==> config.mk <==
export PLATFORM = sky130hd
export DESIGN_NAME = adder_tree_input_collector
export DESIGN_NICKNAME = d
export VERILOG_FILES = /design/src/rtl/adder_tree_input_collector.sv
export SDC_FILE = /design/constraint.sdc
export NUM_CORES = 1
export LEC_CHECK = 0
export CAP_MARGIN = 30
export CELL_PAD_IN_SITES_DETAIL_PLACEMENT = 1
export CELL_PAD_IN_SITES_GLOBAL_PLACEMENT = 1
export CORE_UTILIZATION = 35
export DETAILED_ROUTE_END_ITERATION = 12
export DONT_BUFFER_PORTS = 1
export GPL_TIMING_DRIVEN = 1
export PLACE_DENSITY = 0.72
export SLEW_MARGIN = 20
export SYNTH_ARGS = -nofsm -noshare
export SYNTH_HDL_FRONTEND = slang
export SYNTH_SLANG_ARGS = --single-unit
==> constraint.sdc <==
create_clock -name clk -period 1.99 [get_ports clk]
set_clock_uncertainty 0.1 [all_clocks]
set_input_delay 0.398 -clock clk [delete_from_list [all_inputs] [get_ports clk]]
set_output_delay 0.398 -clock clk [all_outputs]
set_load 0.005 [all_outputs]
==> src/rtl/adder_tree_input_collector.sv <==
// adder_tree_input_collector: packs a serial word stream into a held v_parts frame for an adder tree.
// Define COLLECTOR_RUNSUM_EN to add a runsum output that tracks the frame sum.
`ifndef F_NBITS
`define F_NBITS 61
`endif
module adder_tree_input_collector #(
   parameter int ngates = 8,
   localparam int cbits = $clog2(ngates + 1)
) (
   input  logic                             clk,
   input  logic                             rstb,
   input  logic [`F_NBITS-1:0]              in_data,
   input  logic                             in_valid,
   input  logic                             in_last,
   output logic                             in_ready,
   output logic [ngates-1:0][`F_NBITS-1:0]  v_parts,
   output logic                             parts_valid,
   input  logic                             parts_ack,
   output logic [cbits-1:0]                 count
`ifdef COLLECTOR_RUNSUM_EN
   ,
   output logic [`F_NBITS-1:0]              runsum
`endif
);
   typedef enum logic {FILL, HOLD} state_t;
   state_t state, state_nx;
   logic accept, done, clear;
   assign in_ready = (state == FILL) && rstb;
   assign accept = in_valid && in_ready;
   assign done = accept && (in_last || count == cbits'(ngates - 1));
   assign clear = (state == HOLD) && parts_ack;
   always_comb begin
      state_nx = state;
      if (done) state_nx = HOLD;
      else if (clear) state_nx = FILL;
   end
   always_ff @(posedge clk) begin
      if (!rstb) begin
         state <= FILL;
         v_parts <= '0;
         count <= '0;
         parts_valid <= 1'b0;
      end else begin
         state <= state_nx;
         parts_valid <= (state_nx == HOLD);
         if (accept) begin
            for (int i = 0; i < ngates; i++)
               if (count == cbits'(i)) v_parts[i] <= in_data;
            count <= count + 1'b1;
         end else if (clear) begin
            v_parts <= '0;
            count <= '0;
         end
      end
   end
`ifdef COLLECTOR_RUNSUM_EN
   // Truncating add, matching the downstream tree's modulo arithmetic.
   always_ff @(posedge clk) begin
      if (!rstb || clear) runsum <= '0;
      else if (accept) runsum <= runsum + in_data;
   end
`endif
endmodule
Yosys cells after proc, flatten, opt, wreduce, memory -nomap -nowiden
Cells that the tools add are included.

storage, ports and cells
  flip-flop bits (word level) = 493
  word-level logic and storage cells = 57
  output and inout bits = 494

cells by class
  $add $sub $neg = 1
  equality and inequality tests = 15
  bitwise logic cells = 1
  reduce and logical (&&, ||, !) cells = 16
  muxes and demuxes = 14

operator list
  kind                                                  number
  2-to-1 mux 488 bit                                    2
  2-to-1 mux 61 bit                                     8
  equality test 4 x 3 -> 1 bit (second input constant)  4
  != test 2 x 1 -> 1 bit (second input constant)        8
  AND reduction 2 bit                                   8
  equality test 4 x 2 -> 1 bit (second input constant)  2
  2-to-1 mux 4 bit                                      2
  adder 4 x 1 -> 4 bit (second input constant)          1
  equality test 4 x 1 -> 1 bit (second input constant)  1
  logical AND 1 bit                                     4
  zero test 4 bit                                       1
  nonzero test 2 bit                                    2
  2-to-1 mux 1 bit                                      2
  logical OR 1 bit                                      1
  NOT 1 bit                                             1

Logic depth before layout (Yosys ltp)
  depth in word-level cells = 5
  mapped depth = 6

Worst setup path before layout
No wires, ideal clock.

  path type = register -> register
  from = register state
  to = register v_parts[203] (netlist name)
  slack = 0.209 ns
  data arrival time = 1.609 ns
  cell stages (with the launch flop) = 6
  library setup time = 0.072 ns
  buffers on the path = 2
  data required time = 1.818 ns
  path through = dfxtp_1 -> or4b_1 -> buf_6 -> nor2_8 -> buf_8 -> mux2i_1

on the way
  cells in the longest elaborated chain, start to end = 5

RTL lines
  what                                                                    RTL line  text
  from (decl)                                                             26        state_t state, state_nx;
  from (signal assigned)                                                  44        state <= state_nx;
  NOT 1 bit                                                               28        assign in_ready = (state == FILL) && rstb;
  logical AND 1 bit                                                       28
  logical AND 1 bit                                                       29        assign accept = in_valid && in_ready;
  != test 2 x 1 -> 1 bit (no line) or nonzero test 2 bit (tied branches)  -
  AND reduction 2 bit (no line)                                           -
  to (signal, indexed assignment)                                         48        if (count == cbits'(i)) v_parts[i] <= in_data;
  to (decl)                                                               16        output logic [ngates-1:0][`F_NBITS-1:0] v_parts,

Several ways; a longest one is shown, not always the timed one.
A chain may end at the register's enable or synchronous reset.

Final worst setup path
  from = register state
  to = register v_parts[98] (netlist name)

The elaborated chain is that of the path after synthesis.

==> flow_summary.json <==
{
  "cts_buffers": 51,
  "grt_overflow": 0,
  "area_delta_synth_final_pct": 19.56,
  "final_max_slew_viol_count": 0,
  "gp_congestion": 0.8228,
  "period_minus_slack_ps": 1941,
  "netlist_instances": 1755,
  "worstSkewPairLatency_ps": 570,
  "grt_pass1_wl_um": 89900,
  "reg2reg_to": "v_parts[98]",
  "pin_count": 560,
  "cts_tree": "yes",
  "critPathArrivalTime_ps": 2330,
  "dieArea_mm2": 0.05286,
  "drt_iter0_markers": 564,
  "gr-usage-met3_pct": 7.912,
  "cts-root-buf": "clkbuf_16",
  "crit_path_end_kind": "flop",
  "synth-seq-cells": 493,
  "antenna_found_initial": 1,
  "grt_pass1_vias": 14310,
  "startpoint_type": "flop",
  "grt_usage_pct": 22.05,
  "fin_util_pct": 42.37,
  "period_share_pct": 97.54,
  "synthFlopType": "dfxtp_1",
  "crit_top_cell": "buf_12",
  "syn_area_mm2": 0.01818,
  "p_per_area_mw_per_mm2": 964.6,
  "hpwl_um": 39740,
  "die_w_um": 229.9,
  "vdd_ir_drop_max_mv": 0.5394,
  "final_antenna_net_count": 0,
  "rsz0062_at_grt": "yes",
  "drive_gt1_share_pct": 8.329,
  "route.detailed.drc": 0,
  "slew_headroom_pct": 69.59,
  "syn_nets": 1825,
  "grt_start_max_net_pins": 72,
  "fillers": 5607,
  "wirelength_um": 62500,
  "synth-async-reset-ratio_pct": 0,
  "clk_pin_slew_ps": 60,
  "slowest_delay_ps": 550,
  "hold_viol": 0,
  "final_nets": 1892,
  "crit_path_top_delay_cell": "or4b_1",
  "worst_pin_slew_ps": 455.1,
  "chipHeight_um": 229.9,
  "status": "completed",
  "yosys.area.top_type": "dfxtp_1",
  "met1_usage_pct": 23.91,
  "synth_enable_flop_cells": 0,
  "max_freq_ghz": 0.5152,
  "crit_type": "flop to flop",
  "core-area_mm2": 0.05130,
  "vias": 13240,
  "cts.sinks": 493,
  "ys_seq_area_share_pct": 54.28,
  "post_drt_via_cell_ratio": 5.209,
  "dr.pass1.iters": 5,
  "cts_max_level": 2,
  "yosysUniqueCellTypes": 28,
  "r2r_slack_ps": 50,
  "use_met2_pct": 39.08,
  "start_util_pct": 35.44,
  "avgSynthCellArea_um2": 10.36,
  "path_max_fanout": 15,
  "wl_per_cell_um": 24.59,
  "port_buffers": 0,
  "holdPathStages": 3,
  "p_leak_nw": 7.318,
  "rows": 83,
  "finalSetupViolations": 0,
  "setup_tns_ps": 0,
  "min-delay-start": "in_valid",
  "cap_violations": 0,
  "grt.busiest_layer": "met2",
  "yosys_warnings": 0,
  "cts_buffer_depth": 3,
  "whs_endpoint": "count[3]",
  "reg2regPathDepth": 6,
  "yosysTopAreaCellShare_pct": 54.28,
  "worstPathRequired_ps": 2380,
  "synth_area_leaders": "dfxtp_1 54%, mux2i_1 27%, nand2_1 13%",
  "worstPathCellList": "or4b_1, buf_6, nor2_8, buf_12, buf_12, mux2i_1",
  "r2r_start": "state",
  "worstHoldPathType": "input pin to flop"
}
## metal layers
layer / wire length [um] / part of all wire (%) / up-vias
met3: 5315 / 8.5 / 120
met2: 30990 / 50 / 506
met5: 0 / 0 / -
met1: 24190 / 39 / 6702
met4: 2009 / 3.2 / 0
li1: - / - / 5914
## registers in the layout, summed over array words and instances, names as in the netlist
signal and flops:
count 4, state 1, v_parts 488
## logic make-up (layout without fill, tap and decap cells)
kind of cell	count (synthesis)	count (layout)	synth area share, %
buffers and inverters	123	229	4.411
multiplexers	489	489	26.92
AND/OR/NAND/NOR	637	637	13.74
adder cells (fa/ha/maj)	4	4	0.2753
AO/OA/AOI/OAI	8	8	0.3166
flip-flops	493	493	54.28
XOR/XNOR	1	1	0.04818
other	0	1	0
## cell usage in the layout (no fill, tap or decap), types with 2 or more instances in the layout
cell	netlist	layout
a21oi_1	2	2
buf_12	0	31
buf_16	0	2
buf_4	0	22
bufinv_16	0	4
clkbuf_1	24	11
clkbuf_16	0	59
clkbuf_8	0	11
clkinv_2	0	7
clkinvlp_4	0	3
dfxtp_1	493	492
dlygate4sd3_1	0	72
ha_1	4	4
inv_1	3	3
mux2i_1	489	488
nand2_1	617	617
nand3b_1	2	2
nor2_1	6	3
nor2_4	0	4
nor2_8	4	4
o22a_1	2	2
## layout make-up
class                           instances  area [um2]  area share (%)
Clock inverter                         17       206.4          0.9497
Tap cell                              680       850.8           3.914
Antenna cell                            1       2.502         0.01151
Timing Repair Buffer                  134        1723           7.926
Clock buffer                           75        1519           6.988
Sequential cell                       493        9871           45.41
Multi-Input combinational cell       1139        7553           34.75
Inverter                                3       11.26         0.05180
## report_power, final
group | total, mW | internal, mW | switching, mW
combinational | 1.07 | 0.391 | 0.676
clock | 9.83 | 5.81 | 4.02
sequential | 10.1 | 9.96 | 0.109
## synth_stat cells, types with 2 or more instances
cell type	n
buf_6	7
inv_1	3
nand2_1	617
nor2_1	6
dfxtp_1	493
nand3b_1	2
mux2i_1	489
a21oi_1	2
buf_2	68
buf_8	18
o22a_1	2
ha_1	4
clkbuf_1	24
nor2_8	4
buf_1	3
## worst max-delay path by stage
stage           from            to  slack [ps]
2_1_floorplan  state  v_parts[203]         210
3_3_place_gp    rstb  v_parts[163]          40
3_5_place_dp    rstb   v_parts[70]         -20
4_1_cts        state  v_parts[132]          10
5_1_grt        state  v_parts[196]         -20
6_report       state   v_parts[98]          50
## worst max-delay path, delay by kind of cell, from the launching register on
kind,cells,cell delay [ps]
buf+inv,3,510
flops,1,310
simple gates,2,680
mux,1,240
## stage by stage
stage                     hold slack [ps]  total power [mW]  setup slack [ps]  instance area (um2)  cells
after floorplan                     351.1             10.86             209.2                18180   1755
after global placement              360.9             11.13             44.75                19020   2363
after detailed placement            367.1             11.16            -18.23                19020   2363
after CTS                          0.5072             21.10             9.798                21490   2528
after global routing                36.70             21.57            -22.07                21740   2542
final                               52.54             20.97             48.98                21740   2542
## repair_timing
item / 4_1_cts / 5_1_grt
pin swaps: 1 / 3
setup endpoints to repair: 1 / 116
buffers inserted: 0 / 7
hold buffers: 73 / 0
hold endpoints to repair: 66 / 0
gates cloned: 0 / 6
resized for setup: 0 / 4
Power figures use the tool's default switching activity.
==> edit 1 (same flow settings) <==
The parameter `ngates` goes from 8 to 4.
--- a/src/rtl/adder_tree_input_collector.sv
+++ b/src/rtl/adder_tree_input_collector.sv
@@ -4,7 +4,7 @@
 `define F_NBITS 61
 `endif
 module adder_tree_input_collector #(
-   parameter int ngates = 8,
+   parameter int ngates = 4,
    localparam int cbits = $clog2(ngates + 1)
 ) (
    input  logic                             clk,
Ports: changed (resized count and v_parts); port bits go from 560 to 315. No check against the original RTL was run, so the function may have changed too.
==> edit 1 against the original RTL <==
Synthesized area decreased by 57%; via count decreased by 58%; worst hold slack got worse by 20 ps; sequential cell count decreased by 245; combinational power decreased by 29%; total power decreased by 49%; count of clock-buffer cells in the layout decreased by 34; wire length decreased by 61%; utilization increased by 1.2 points; maximum frequency increased by 3.9%; setup slack improved by 73 ps; cell count decreased by 63%; cell area decreased by 56%; critical path type unchanged; largest cell class unchanged; largest power group unchanged; highest routed layer unchanged.
==> edit 1: results <==
metrics = {
    "critical_path": {
        "slowest_delay_ps": 470,
        "r2r_setup_slack_ps": 120,
        "worst_r2r_endpoint": "v_parts[231]$_SDFFE_PN0P_",
        "critPathMaxFanout": 21,
    },
    "cts": {
        "clkLatencyLatePin_ps": 510,
        "cts_made_buffers": 26,
        "ctsHoldBuffers": 63,
    },
    "power": {
        "vdd_drop_max_uv": 630,
    },
    "yosys": {
        "yosysUniqueCellTypes": 23,
        "synthTopCellsByCount": "dfxtp_1, a22o_1, buf_2",
        "synth.area.top_cells": "dfxtp_1, a22o_1, buf_6, buf_2, buf_4",
        "synth_seq_area_share_pct": 63.7,
    },
    "min_path": {
        "min_to": "count[1]$_SDFFE_PN0P_",
        "worstHoldStart": "parts_ack",
        "holdPathStages": 2,
    },
    "place": {
        "dpl.hpwl_um": 15200,
    },
    "grt": {
        "antenna_found_initial": 0,
        "grt_pass1_wl_um": 35300,
    },
    "final_layout": {
        "nets": 707,
        "reg_top3": "v_parts x244, count x3, state x1",
        "fill_cells": 2161,
    },
    "route": {
        "drt-initial-drc-count": 234,
        "via_per_inst": 5.90,
    },
    "outcome": {
        "outcome": "finished clean",
    },
    "timing": {
        "slew_headroom_pct": 71.4,
        "whs_ps": 32.5,
    },
}
[edit 1: per-layer routing]
metal | global-route usage (%) | wire (um) | part of all wire (%)
met1 | 22.3 | 9260 | 38
met2 | 34.9 | 12100 | 50
met3 | 6.81 | 2320 | 9.6
met4 | 7.50 | 595 | 2.4
met5 | 0 | 0 | 0
[edit 1: how the worst max path moves through the flow]
stage | start | endpoint | cells after the start
after floorplan | count[0]$_SDFFE_PN0P_ | v_parts[183]$_SDFFE_PN0P_ | 6
after CTS | state$_SDFFE_PN0P_ | in_ready | 1
after detailed placement | count[0]$_SDFFE_PN0P_ | v_parts[231]$_SDFFE_PN0P_ | 5
after global routing | count[0]$_SDFFE_PN0P_ | v_parts[231]$_SDFFE_PN0P_ | 5
after global placement | count[0]$_SDFFE_PN0P_ | v_parts[226]$_SDFFE_PN0P_ | 5
final | count[0]$_SDFFE_PN0P_ | v_parts[231]$_SDFFE_PN0P_ | 5
[edit 1: area by class of cell]
cell class	instances	area share, %
timing repair buffer	81	9.51
multi-input combinational	275	25.9
sequential	248	52.3
clock inverter	5	0.329
clock buffer	41	8.19
inverter	4	0.158
tap	280	3.69
[edit 1: logic make-up after synthesis]
logic type	share of synthesized area [%]
mux	0.128
fa+ha+maj	0.803
buf+inv	5.14
xor+xnor	0.112
compound gates	29.1
flops	63.7
simple gates	0.980
[edit 1: through the flow]
step                      setup slack (ps)  utilization [%]  cells  cell area (um2)
after global placement                 172             36.9    825             8060
after CTS                             91.1             43.5    934             9500
final                                  122             43.5    934             9500
after global routing                  40.2             43.5    934             9500
after floorplan                        315                -    581             7790
after detailed placement               128             36.9    825             8060
[edit 1: power by group through the flow]
| stage | clock, mW | sequential [mW] | combinational (mW) |
|---|---|---|---|
| after detailed placement | 0 | 5.47 | 0.582 |
| after CTS | 4.63 | 5.36 | 0.755 |
| after global routing | 4.83 | 5.39 | 0.811 |
| after floorplan | 0 | 5.40 | 0.423 |
| final | 4.54 | 5.37 | 0.759 |
| after global placement | 0 | 5.46 | 0.548 |
==> edit 2 (same flow settings) <==
Without the edit above. Put one more register stage on the output `count`, cleared by the reset. The value now appears one clock later. The other outputs are not delayed to match.
--- a/src/rtl/adder_tree_input_collector.sv
+++ b/src/rtl/adder_tree_input_collector.sv
@@ -23,11 +23,13 @@
 `endif
 );
    typedef enum logic {FILL, HOLD} state_t;
+
+   logic [cbits-1:0] count_s0;
    state_t state, state_nx;
    logic accept, done, clear;
    assign in_ready = (state == FILL) && rstb;
    assign accept = in_valid && in_ready;
-   assign done = accept && (in_last || count == cbits'(ngates - 1));
+   assign done = accept && (in_last || count_s0 == cbits'(ngates - 1));
    assign clear = (state == HOLD) && parts_ack;
    always_comb begin
       state_nx = state;
@@ -38,18 +40,18 @@
       if (!rstb) begin
          state <= FILL;
          v_parts <= '0;
-         count <= '0;
+         count_s0 <= '0;
          parts_valid <= 1'b0;
       end else begin
          state <= state_nx;
          parts_valid <= (state_nx == HOLD);
          if (accept) begin
             for (int i = 0; i < ngates; i++)
-               if (count == cbits'(i)) v_parts[i] <= in_data;
-            count <= count + 1'b1;
+               if (count_s0 == cbits'(i)) v_parts[i] <= in_data;
+            count_s0 <= count_s0 + 1'b1;
          end else if (clear) begin
             v_parts <= '0;
-            count <= '0;
+            count_s0 <= '0;
          end
       end
    end
@@ -60,4 +62,12 @@
       else if (accept) runsum <= runsum + in_data;
    end
 `endif
+   always_ff @(posedge clk) begin
+      if (!rstb) begin
+         count <= '0;
+      end else begin
+         count <= count_s0;
+      end
+   end
+
 endmodule
Function: changed (Yosys sat finds a counterexample within 4 cycles, from zero or initial values and one cycle with rstb low).
==> edit 2 against the original RTL <==
Count of clock-buffer cells in the layout up 7; wire length shrank 1.3%; cell area shrank 0.14%; critical endpoint is now v_parts[214]$_SDFFE_PN0P_; synthesized area is essentially flat; total power fell by 0.61%; critical path depth down 1; setup slack better by 0.76 ps; sequential cell count is 4 higher.
==> edit 2: results <==
metrics = {
    "final_layout": {
        "layoutNonFillerInstCount": 2539,
        "nets": 1891,
        "diodes": 0,
        "reg_top3": "v_parts x488, count x4, count_s0 x4",
        "final_core_util_pct": 42.3,
        "drive_gt1_share_pct": 8.50,
        "fill_cells": 5578,
    },
    "yosys": {
        "ys.warnings.count": 0,
        "synthArstFlopShare_pct": 0,
        "synth_seq_area_share_pct": 54.7,
        "synthTopCellsByCount": "nand2_1, dfxtp_1, mux2i_1",
        "synthCells": 1762,
        "yosysUniqueCellTypes": 30,
        "synth_nets": 1832,
        "synth.area.top_cells": "dfxtp_1, mux2i_1, nand2_1, buf_2, buf_6",
    },
    "place": {
        "dpl.hpwl_um": 40500,
        "place_ws_ps": -36.2,
        "place.gp.congestion": 0.811,
        "dp_cells": 2374,
        "dpl_cell_area_um2": 19100,
        "numPortBuffers": 0,
    },
    "min_path": {
        "holdPathStages": 3,
        "hold_class": "in2reg",
    },
    "grt": {
        "grt_max_degree": 68,
        "grt_pass1_vias": 14367,
        "track_usage_pct": 21.9,
        "antenna_found_initial": 0,
        "grt_pass1_wl_um": 89500,
    },
    "cts": {
        "clkLatencyLatePin_ps": 580,
        "htree_num_levels": 2,
        "cts_made_buffers": 51,
        "clk_pin_slew_ps": 60,
    },
    "route": {
        "wirelength_um": 61700,
        "route.vias.total": 13152,
        "drt-initial-drc-count": 550,
    },
    "critical_path": {
        "slowest_delay_ps": 550,
        "critPathTopFamily": "simple AND/OR/NAND/NOR gates",
        "ff2ff_path_depth": 5,
        "critPathMaxFanout": 31,
        "crit_path_top_delay_cell": "or4b_4",
    },
    "outcome": {
        "outcome": "finished clean",
    },
    "timing": {
        "slew_headroom_pct": 71.6,
    },
    "power": {
        "p_leak_nw": 7.34,
        "vdd_drop_max_uv": 547,
    },
}
## edit 2: worst paths after layout
check,from,end,slack [ps]
worst max-delay path,state$_SDFFE_PN0P_,v_parts[214]$_SDFFE_PN0P_,50
worst max register to register,state$_SDFFE_PN0P_,v_parts[214]$_SDFFE_PN0P_,50
worst min register to register,v_parts[6]$_SDFFE_PN0P_,v_parts[6]$_SDFFE_PN0P_,380
worst min-delay path,in_last,state$_SDFFE_PN0P_,40
## edit 2: area by class of cell
class / instances / area share [%]
clock inverter: 9 / 0.340
clock buffer: 82 / 7.44
tap: 680 / 3.92
timing repair buffer: 126 / 7.46
multi-input combinational: 1142 / 34.9
inverter: 3 / 0.0519
sequential: 497 / 45.8
## edit 2: cell families (layout without fill, tap and decap cells)
| logic type | after synthesis | in the layout | synth area share (%) |
|---|---|---|---|
| adder cells (fa/ha/maj) | 4 | 4 | 0.275 |
| XOR/XNOR | 1 | 1 | 0.0482 |
| AO/OA/AOI/OAI | 8 | 8 | 0.296 |
| multiplexers | 488 | 488 | 26.9 |
| flip-flops | 497 | 497 | 54.7 |
| AND/OR/NAND/NOR | 641 | 641 | 13.9 |
| buffers and inverters | 123 | 220 | 3.94 |
## edit 2: report_power, final
part	leakage (nW)	switching (mW)	internal (mW)
clock	0.841	3.97	5.65
sequential	4.01	0.105	10.0
combinational	2.49	0.674	0.390
## edit 2: per-layer routing
layer / share of wire [%] / global-route usage, % / up-vias
li1: - / - / 5905
met1: 38 / 23.7 / 6615
met2: 50 / 38.9 / 507
met3: 8.7 / 7.55 / 125
met4: 3.3 / 8.90 / 0
met5: 0 / 0 / -
## edit 2: worst min-delay path, cell delays in order
cell and delay (ps):
a21oi_1 40, a21oi_1 130, o21a_1 110
## edit 2: repair_timing
action                     in CTS  in global routing
setup endpoints to repair      25                153
resized for setup               4                  9
hold endpoints to repair       68                  0
pin swaps                       0                  2
setup buffers                   0                  5
hold buffers                   64                  0
cloned                          0                  5
